===== config.mk =====
export PLATFORM = sky130hd
export DESIGN_NAME = adc_spi_reader
export DESIGN_NICKNAME = d
export VERILOG_FILES = /design/src/rtl/dso_pkg.sv /design/src/rtl/adc_spi_reader_sclk_gen.sv /design/src/rtl/adc_spi_reader.sv
export SDC_FILE = /design/constraint.sdc
export NUM_CORES = 1
export LEC_CHECK = 0
export BUFFER_PORTS_ARGS = -buffer_cell sky130_fd_sc_hd__buf_2
export CAP_MARGIN = 20
export CORE_UTILIZATION = 57
export DETAILED_ROUTE_END_ITERATION = 6
export PLACE_DENSITY = 0.78
export SYNTH_ARGS = -nofsm -noshare
export SYNTH_HDL_FRONTEND = slang
export SYNTH_HIERARCHICAL = 1
export SYNTH_SLANG_ARGS = --single-unit

===== constraint.sdc =====
create_clock -name CLK -period 2.3 [get_ports CLK]
set_input_delay 0.575 -clock CLK [delete_from_list [all_inputs] [get_ports CLK]]
set_output_delay 0.575 -clock CLK [all_outputs]
set_load 0.1 [all_outputs]

===== src/rtl/dso_pkg.sv =====
// Shared types and widths for the DSO acquisition front end (ADC reader).
package dso_pkg;

    localparam int SAMPLE_W = 12;
    localparam int LZ_BITS  = 4;

    typedef enum logic [1:0] {
        IDLE  = 2'd0,
        SETUP = 2'd1,
        SHIFT = 2'd2,
        QUIET = 2'd3
    } adc_state_t;

    function automatic logic lz_violation(input logic [LZ_BITS-1:0] lz);
        return |lz;
    endfunction

endpackage


===== src/rtl/adc_spi_reader_sclk_gen.sv =====
// SPI serial clock generator: half-period counter plus the sclk flop.
// sclk idles high; stop_i parks it high instead of starting another low phase.
module adc_sclk_gen #(
    parameter int CLK_DIV = 4
) (
    input  logic clk_i,
    input  logic rst_n_i,
    input  logic active_i,
    input  logic stop_i,
    output logic sclk_o,
    output logic phase_end_o,
    output logic sample_tick_o
);

    localparam int CNT_W = (CLK_DIV > 1) ? $clog2(CLK_DIV) : 1;
    localparam logic [CNT_W-1:0] CNT_LAST = CNT_W'(CLK_DIV - 1);

    logic [CNT_W-1:0] cnt_q;
    logic [CNT_W-1:0] cnt_d;
    logic             sclk_q;
    logic             sclk_d;
    logic             phase_end_s;

    // Half-period counting and sclk toggle decision
    always_comb begin
        cnt_d       = cnt_q;
        sclk_d      = sclk_q;
        phase_end_s = active_i && (cnt_q == CNT_LAST);
        if (!active_i) begin
            cnt_d  = '0;
            sclk_d = 1'b1;
        end else if (phase_end_s) begin
            cnt_d  = '0;
            sclk_d = stop_i ? 1'b1 : ~sclk_q;
        end else begin
            cnt_d  = cnt_q + CNT_W'(1);
            sclk_d = sclk_q;
        end
    end

    // Counter and sclk registers
    always_ff @(posedge clk_i or negedge rst_n_i) begin
        if (!rst_n_i) begin
            cnt_q  <= '0;
            sclk_q <= 1'b1;
        end else begin
            cnt_q  <= cnt_d;
            sclk_q <= sclk_d;
        end
    end

    assign sclk_o        = sclk_q;
    assign phase_end_o   = phase_end_s;
    assign sample_tick_o = phase_end_s & sclk_q;

endmodule


===== src/rtl/adc_spi_reader.sv =====
// AD7476-style 12-bit SPI ADC reader with continuous conversion.
// Optional leading-zero frame check is built when ADC_LZ_CHECK_EN is defined.
module adc_spi_reader
    import dso_pkg::*;
#(
    parameter int CLK_DIV    = 4,
    parameter int QUIET_CYC  = 8,
    parameter int FRAME_BITS = 16
) (
    input  logic                CLK,
    input  logic                RSTB,
    input  logic                en,
    input  logic                adc_sdata,
    output logic                adc_cs_n,
    output logic                adc_sclk,
    output logic [SAMPLE_W-1:0] DATA_OUT,
    output logic                data_valid,
    output logic                busy,
    output logic                frame_err
);

    localparam int BIT_W = $clog2(FRAME_BITS + 1);
    localparam int Q_W   = (QUIET_CYC > 1) ? $clog2(QUIET_CYC + 1) : 1;
    localparam logic [BIT_W-1:0] BIT_LAST = BIT_W'(FRAME_BITS - 1);
    localparam logic [Q_W-1:0]   Q_LAST   = Q_W'(QUIET_CYC - 1);
`ifdef ADC_LZ_CHECK_EN
    localparam int SHIFT_W = SAMPLE_W + LZ_BITS - 1;
`else
    localparam int SHIFT_W = SAMPLE_W - 1;
`endif

    adc_state_t          state_q;
    adc_state_t          state_d;
    logic [BIT_W-1:0]    bit_cnt_q;
    logic [BIT_W-1:0]    bit_cnt_d;
    logic [Q_W-1:0]      quiet_cnt_q;
    logic [Q_W-1:0]      quiet_cnt_d;
    logic [SHIFT_W-1:0]  shift_q;
    logic [SHIFT_W-1:0]  shift_d;
    logic [SHIFT_W:0]    shift_next_s;
    logic [SAMPLE_W-1:0] data_q;
    logic [SAMPLE_W-1:0] data_d;
    logic                sync1_q;
    logic                sync2_q;
    logic                cs_n_q;
    logic                busy_q;
    logic                valid_q;
    logic                active_s;
    logic                frame_done_s;
    logic                phase_end_s;
    logic                sample_tick_s;

    assign active_s     = (state_q == SETUP) || (state_q == SHIFT);
    assign frame_done_s = (state_q == SHIFT) && sample_tick_s && (bit_cnt_q == BIT_LAST);
    assign shift_next_s = {shift_q, sync2_q};

    adc_sclk_gen #(
        .CLK_DIV (CLK_DIV)
    ) u_sclk_gen (
        .clk_i         (CLK),
        .rst_n_i       (RSTB),
        .active_i      (active_s),
        .stop_i        (frame_done_s),
        .sclk_o        (adc_sclk),
        .phase_end_o   (phase_end_s),
        .sample_tick_o (sample_tick_s)
    );

    // Next-state, bit/quiet counting and sample capture
    always_comb begin
        state_d     = state_q;
        bit_cnt_d   = bit_cnt_q;
        quiet_cnt_d = quiet_cnt_q;
        shift_d     = shift_q;
        data_d      = data_q;
        case (state_q)
            IDLE: begin
                bit_cnt_d   = '0;
                quiet_cnt_d = '0;
                state_d     = en ? SETUP : IDLE;
            end
            SETUP: begin
                state_d = phase_end_s ? SHIFT : SETUP;
            end
            SHIFT: begin
                if (sample_tick_s) begin
                    shift_d = shift_next_s[SHIFT_W-1:0];
                    if (frame_done_s) begin
                        bit_cnt_d   = '0;
                        quiet_cnt_d = '0;
                        data_d      = shift_next_s[SAMPLE_W-1:0];
                        state_d     = QUIET;
                    end else begin
                        bit_cnt_d = bit_cnt_q + BIT_W'(1);
                    end
                end else begin
                    state_d = SHIFT;
                end
            end
            QUIET: begin
                if (quiet_cnt_q == Q_LAST) begin
                    quiet_cnt_d = '0;
                    state_d     = en ? SETUP : IDLE;
                end else begin
                    quiet_cnt_d = quiet_cnt_q + Q_W'(1);
                end
            end
            default: begin
                state_d = IDLE;
            end
        endcase
    end

    // State, counters, synchroniser and registered outputs
    always_ff @(posedge CLK or negedge RSTB) begin
        if (!RSTB) begin
            state_q     <= IDLE;
            bit_cnt_q   <= '0;
            quiet_cnt_q <= '0;
            shift_q     <= '0;
            data_q      <= '0;
            sync1_q     <= 1'b0;
            sync2_q     <= 1'b0;
            cs_n_q      <= 1'b1;
            busy_q      <= 1'b0;
            valid_q     <= 1'b0;
        end else begin
            state_q     <= state_d;
            bit_cnt_q   <= bit_cnt_d;
            quiet_cnt_q <= quiet_cnt_d;
            shift_q     <= shift_d;
            data_q      <= data_d;
            sync1_q     <= adc_sdata;
            sync2_q     <= sync1_q;
            cs_n_q      <= !((state_d == SETUP) || (state_d == SHIFT));
            busy_q      <= (state_d != IDLE);
            valid_q     <= frame_done_s;
        end
    end

`ifdef ADC_LZ_CHECK_EN
    logic frame_err_q;

    // Leading-zero violation flag, aligned with the data strobe
    always_ff @(posedge CLK or negedge RSTB) begin
        if (!RSTB) begin
            frame_err_q <= 1'b0;
        end else begin
            frame_err_q <= frame_done_s && lz_violation(shift_next_s[SHIFT_W:SAMPLE_W]);
        end
    end

    assign frame_err = frame_err_q;
`else
    assign frame_err = 1'b0;
`endif

    assign adc_cs_n   = cs_n_q;
    assign DATA_OUT   = data_q;
    assign data_valid = valid_q;
    assign busy       = busy_q;

endmodule


==> flow_metrics.tcl, run 1 <==
set metrics [dict create \
    antenna_found_initial 0 \
    cap_viol_max_count 0 \
    synth-warning-count 6 \
    final_util_pct 69.2 \
    grt_use_total_pct 22.0 \
    rows 20 \
    cts.path.max_buffers 2 \
    crit_required_ps 2610 \
    insertion_delay_ps 350 \
    place_ws_ps 80.1 \
    initial_core_util_pct 61.8 \
    power.density_nw_per_um2 535 \
    layout.nets 186 \
    yosysSeqAreaShare_pct 54.5 \
    drtPass1Iterations 4 \
    synth_top_family_by_area "multiplexers" \
    power.leakage_uw 0.00109 \
    cts_hold_buf 0 \
    vias 1204 \
    place_inst 208 \
    gr-total-overflow 0 \
    die_w_um 60.2 \
    path_cells "inv_1 -> ha_1 -> and3_2 -> a22o_1 -> a221oi_2 -> o21a_1 -> ha_1 -> inv_1" \
    finalCriticalPeriod_ps 2170 \
    die-area_um2 3630 \
    die_y_um 60.2 \
    grt_max_degree 26 \
    synthAdderAreaFrac_pct 6.47 \
    fp.coreArea_um2 3130 \
    synthXorXnorAreaFrac_pct 0.453 \
    cts_sinks 42 \
    place.gp.congestion 0.753 \
    syn_area_per_cell_um2 13.3 \
    design.portCount 21 \
    slowest_delay_ps 430 \
    n_fill_cell 223 \
    final-hold-violation-count 0 \
    slew_viol_final 0 \
    synthMuxAreaShare_pct 16.3 \
    fin_hold_ws_ps 176 \
    port_buffers 19 \
    synthArstFlopShare_pct 100 \
    cts_tree "yes" \
    cts_htree_levels 2 \
    synth_edf_count 0 \
    relSlewSlack_pct 64.6 \
    cp-end-kind "flip-flop" \
    synth_simple_gate_area_share_pct 9.84 \
    drt_wl_total_um 3240 \
    arrival_ps 2480 \
    syn_to_final_growth_pct 12.0 \
    synth_top_cells_by_area "dfrtp_1 52%, mux2_2 9.3%, mux2_4 7.0%" \
    n_antenna_cell 0 \
    ys.flop_type "dfrtp_1" \
    status "completed" \
    syn_nets 159 \
    drt_iter0_markers 45 \
    grt_setup_unrepaired "false" \
    grt_pass1_wl_um 5680 \
    via_per_inst 5.55 \
    netlist_instances 145 \
    crit_path_start_kind "flip-flop" \
    synthDominantCellAreaShare_pct 51.8 \
    drive_above_1_share_pct 40.5 \
    dp_hpwl_um 2420 \
    ant_nets 0 \
    route.detailed.drc 0 \
    tightest_slew_ps 531 \
    fmax_mhz 461 \
    yosysTopAreaCell "dfrtp_1" \
    cpMaxStageDelayCell "dfrtp_2" \
    setup_viol 0 \
    cts_buffers 5 \
    clk_pin_slew_ps 130 \
    finalSetupTns_ps 0 \
    final.period_utilization_pct 94.3 \
    setup_slack_ps 130 \
    root_buffer "clkbuf_4" \
    grt_pass1_vias 1229 \
    cp_max_fo 7 \
    synth_seq_cells 42 \
    syn_area_um2 1930 \
    fin_worst_skew_ps 18.6 \
    final_cells 217 \
    path_class "flip-flop to flip-flop" \
    synth.distinct_cells 41 \
    peakVddDrop_mv 0.394 \
    wl_per_cell_um 14.9 \
    holdCritPathClass "primary input to asynchronous set/reset pin" \
    synth-compound-area-share_pct 8.41 \
]
==> critical path, delay by kind of cell, from the launching register on <==
family	cells	cell delay [ps]
AOI/OAI and AO/OA	3	670
adders and majority gates	2	590
buffers and inverters	2	160
DFF	1	430
and+or+nand+nor	1	280
==> cells in the mapped netlist, drive strengths merged, types with 3 or more instances <==
master,n
a21o,3
and3,3
a22o,3
nand2,6
nor3b,3
inv,7
nor2,6
mux2,25
o21ai,6
dfrtp,40
o31ai,3
ha,10
buf,4
==> layer usage <==
layer  routed length [µm]  share of wire [%]  GRT usage, %  up-vias
met2                 1650                 51          36.7       27
met3                  133                4.1          6.06        6
met5                    0                  0             0        -
met4                   50                1.5          8.31        0
met1                 1410                 43          27.1      609
li1                     -                  -             -      562
==> power by group <==
part	internal [µW]	switching [µW]	leakage, µW
clock	147	232	0.0000343
sequential	745	4.35	0.000534
combinational	7.99	22.5	0.000517
total	901	259	0.00109
==> final cells by class <==
type                    instances  area, µm²  area share [%]
repair buffers                 25        153            7.05
well taps                      44       55.1            2.54
flip-flops and latches         42       1050            48.7
multi-input cells              91        812            37.5
inverters                       7       26.3            1.21
clock inverters                 2       12.5           0.578
clock buffers                   6       51.3            2.37
==> cells by family (layout without fill, tap and decap cells) <==
logic type	Yosys count	in the layout
simple gates	31	31
buf+inv	12	40
other cells	1	1
compound gates	23	23
flops	42	42
xor+xnor	1	1
fa+ha+maj	10	10
mux	25	25
==> sequential cells by signal (all words and copies together) (netlist names), 2 cells and up <==
signal            flops
quiet_cnt_q           4
state_q               2
bit_cnt_q             5
u_sclk_gen/cnt_q      2
DATA_OUT             12
shift_q              11
==> what timing repair did <==
| action | in CTS | in global routing |
|---|---|---|
| buffers inserted | 0 | 1 |
| endpoints found under the hold margin | 0 | 0 |
| endpoints found under the setup margin | 0 | 2 |
| resized for setup | 0 | 2 |
==> final timing paths <==
kind                             from                 to  slack, ps  cells after the start
setup / recovery           state_q[0]           adc_cs_n        130                      8
hold / removal                   RSTB        DATA_OUT[8]        180                      1
setup reg to reg           state_q[0]           adc_cs_n        130                      8
hold reg to reg               sync1_q            sync2_q        360                      0
max in group asynchronous        RSTB  u_sclk_gen/sclk_o       1480                      2
min in group CLK            adc_sdata            sync1_q        320                      1
==> cells in the final DEF (no fill, tap or decap), types with 3 or more instances in the layout <==
cell      instances
mux2_4            9
o31ai_1           3
nor2_1            6
buf_4             5
o21ai_0           5
nand2_1           6
clkbuf_4          5
dfrtp_1          39
buf_2            19
nor3b_1           3
a22o_1            3
ha_1             10
a21o_1            3
inv_1             7
mux2_2           16
==> stage by stage <==
| stage | instance area, µm² | power, µW |
|---|---|---|
| 2_1_floorplan | 1930 | 776 |
| 3_3_place_gp | 2090 | 794 |
| 3_5_place_dp | 2090 | 796 |
| 4_1_cts | 2150 | 1170 |
| 5_1_grt | 2160 | 1200 |
| 6_report | 2160 | 1160 |
Note: power is estimated with default switching activity, not from simulation.
==> run 2, diff against run 1 <==
--- a/config.mk
+++ b/config.mk
@@ -7,9 +7,10 @@
 export LEC_CHECK = 0
 export BUFFER_PORTS_ARGS = -buffer_cell sky130_fd_sc_hd__buf_2
 export CAP_MARGIN = 20
-export CORE_UTILIZATION = 57
+export CORE_UTILIZATION = 50
 export DETAILED_ROUTE_END_ITERATION = 6
-export PLACE_DENSITY = 0.78
+export PLACE_DENSITY_LB_ADDON = 0.3
+export SLEW_MARGIN = 40
 export SYNTH_ARGS = -nofsm -noshare
 export SYNTH_HDL_FRONTEND = slang
 export SYNTH_HIERARCHICAL = 1
==> run 2 against run 1 <==
Via count fell by 4.8%. Clock power is 23% higher. Register-to-register slack better by 30 ps. Setup slack better by 30 ps. Die area is 14% higher. Sequential share of layout area decreased by 0.20 points. Flip-flop and latch count unchanged. Final cell count is 0.46% higher. Critical path type unchanged.
==> flow_metrics.tcl, run 2 (synthesis gave the netlist of run 1 again) <==
set metrics [dict create \
    cts_buffers 5 \
    insertion_delay_ps 300 \
    antenna_found_initial 0 \
    grtUsageMet3_pct 4.29 \
    largest_reg_flops 12 \
    p_int_uw 965 \
    power.leakage_uw 0.00108 \
    grt_pass1_vias 1149 \
    crit_required_ps 2480 \
    p_clk_share_pct 37.5 \
    slew_viol_final 0 \
    cp_max_fo 14 \
    final_cells 218 \
    n_antenna_cell 0 \
    vias 1146 \
    drive_above_1_share_pct 39.4 \
    use_met2_pct 28.5 \
    cap_viol_max_count 0 \
    cts_setup_buffers 0 \
    final-seq-area_um2 1050 \
    grt_use_total_pct 17.2 \
    swShare_pct 22.5 \
    drtPass1Iterations 4 \
    drt_wl_total_um 3060 \
    wl_per_cell_um 14.0 \
    finalCriticalPeriod_ps 2140 \
    place_inst 210 \
    layout_common_cells "39 x dfrtp_1, 19 x buf_2, 16 x mux2_2" \
    status "completed" \
    cts_hold_buf 0 \
    grt_pass1_wl_um 5180 \
    dp_hpwl_um 2120 \
    cp-end-kind "flip-flop" \
    fp.coreArea_um2 3690 \
    path_class "flip-flop to flip-flop" \
    cts_sinks 42 \
    setup_viol 0 \
    layout.nets 183 \
    crit_path_start_kind "flip-flop" \
    use_met1_pct 20.5 \
    ant_nets 0 \
    cts_htree_levels 2 \
    tightest_slew_ps 503 \
    ctsResizeCount 0 \
    syn_to_final_growth_pct 12.4 \
    root_buffer "clkbuf_8" \
    cts_tree "yes" \
    grt_setup_unrepaired "false" \
    route.detailed.drc 0 \
    final_common_cell "dfrtp_1" \
    die_w_um 64.2 \
    fmax_mhz 467 \
    gr-total-overflow 0 \
    die-area_um2 4120 \
    switchingPower_uw 280 \
    port_buffers 19 \
    top_usage_layer "met2" \
    clk_pin_slew_ps 80 \
    die_y_um 64.2 \
    grt_max_degree 43 \
    finalSetupTns_ps 0 \
    design.portCount 21 \
    arrival_ps 2320 \
    final-hold-violation-count 0 \
    initial_core_util_pct 52.4 \
    n_fill_cell 314 \
    rows 22 \
    drt_iter0_markers 36 \
    multi_input_area_um2 812 \
    via_per_inst 5.26 \
    relSlewSlack_pct 66.5 \
    place.gp.congestion 0.895 \
    power.density_nw_per_um2 573 \
    holdCritPathClass "primary input to asynchronous set/reset pin" \
    cts.path.max_buffers 2 \
    final.period_utilization_pct 93.0 \
    peakVddDrop_mv 0.298 \
    power_frac_comb_pct 2.3 \
    seqPwrFrac_pct 60.2 \
    fin_worst_skew_ps 10.7 \
]
[run 2: cell types whose count changed in the layout (fill, tap and decap cells not counted), sizes merged]
cell / delta
buf: -3
clkbuf: -1
clkinv: +1
[run 2: through the flow]
step	utilization (%)	worst slack [ps]	hold WS [ps]	total power [µW]	cell area, µm²
after floorplan	-	153	279	776	1930
after global placement	56.3	206	338	793	2080
after detailed placement	56.3	110	356	795	2080
after CTS	58.7	98.3	344	1260	2170
after global routing	58.9	11.8	375	1290	2170
final	58.9	161	320	1250	2170
[run 2: routing by layer]
layer | part of all wire (%) | wire length (µm) | up-vias
met1 | 46 | 1410 | 565
met4 | 2.4 | 72 | 0
met2 | 48 | 1470 | 17
met5 | 0 | 0 | -
li1 | - | - | 556
met3 | 3.7 | 112 | 8
[run 2: final cells by class]
cell class                      instances  share of cell area, %
Sequential cell                        42                   48.5
Multi-Input combinational cell         91                   37.4
Timing Repair Buffer                   22                   5.99
Clock buffer                            5                   3.17
Tap cell                               48                   2.76
Inverter                                7                   1.21
Clock inverter                          3                  0.979
[run 2: final timing paths]
check / startpoint / to / slack, ps / depth (start not counted)
worst max-delay path: state_q[1] / DATA_OUT[0] / 160 / 7
worst min-delay path: RSTB / DATA_OUT[9] / 320 / 2
worst min register to register: sync1_q / sync2_q / 370 / 0
max in group asynchronous: RSTB / state_q[0] / 1600 / 2
worst max register to register: state_q[1] / DATA_OUT[0] / 160 / 7
min in group CLK: sync1_q / sync2_q / 370 / 0
[run 2: power by group through the flow]
stage	combinational, µW	clock, µW	sequential, µW
global placement	29.5	0	764
floorplan	13.2	0	763
detailed placement	30.5	0	764
CTS	30.5	480	750
finish	29.0	466	750
global route	33.3	505	751
[run 2: worst max-delay path: stages, from the launching register on]
cell and delay (ps):
dfrtp_1 420, inv_1 120, ha_1 370, and3_2 300, nand2_1 120, nor2b_4 180
buf_12 170, mux2_2 340
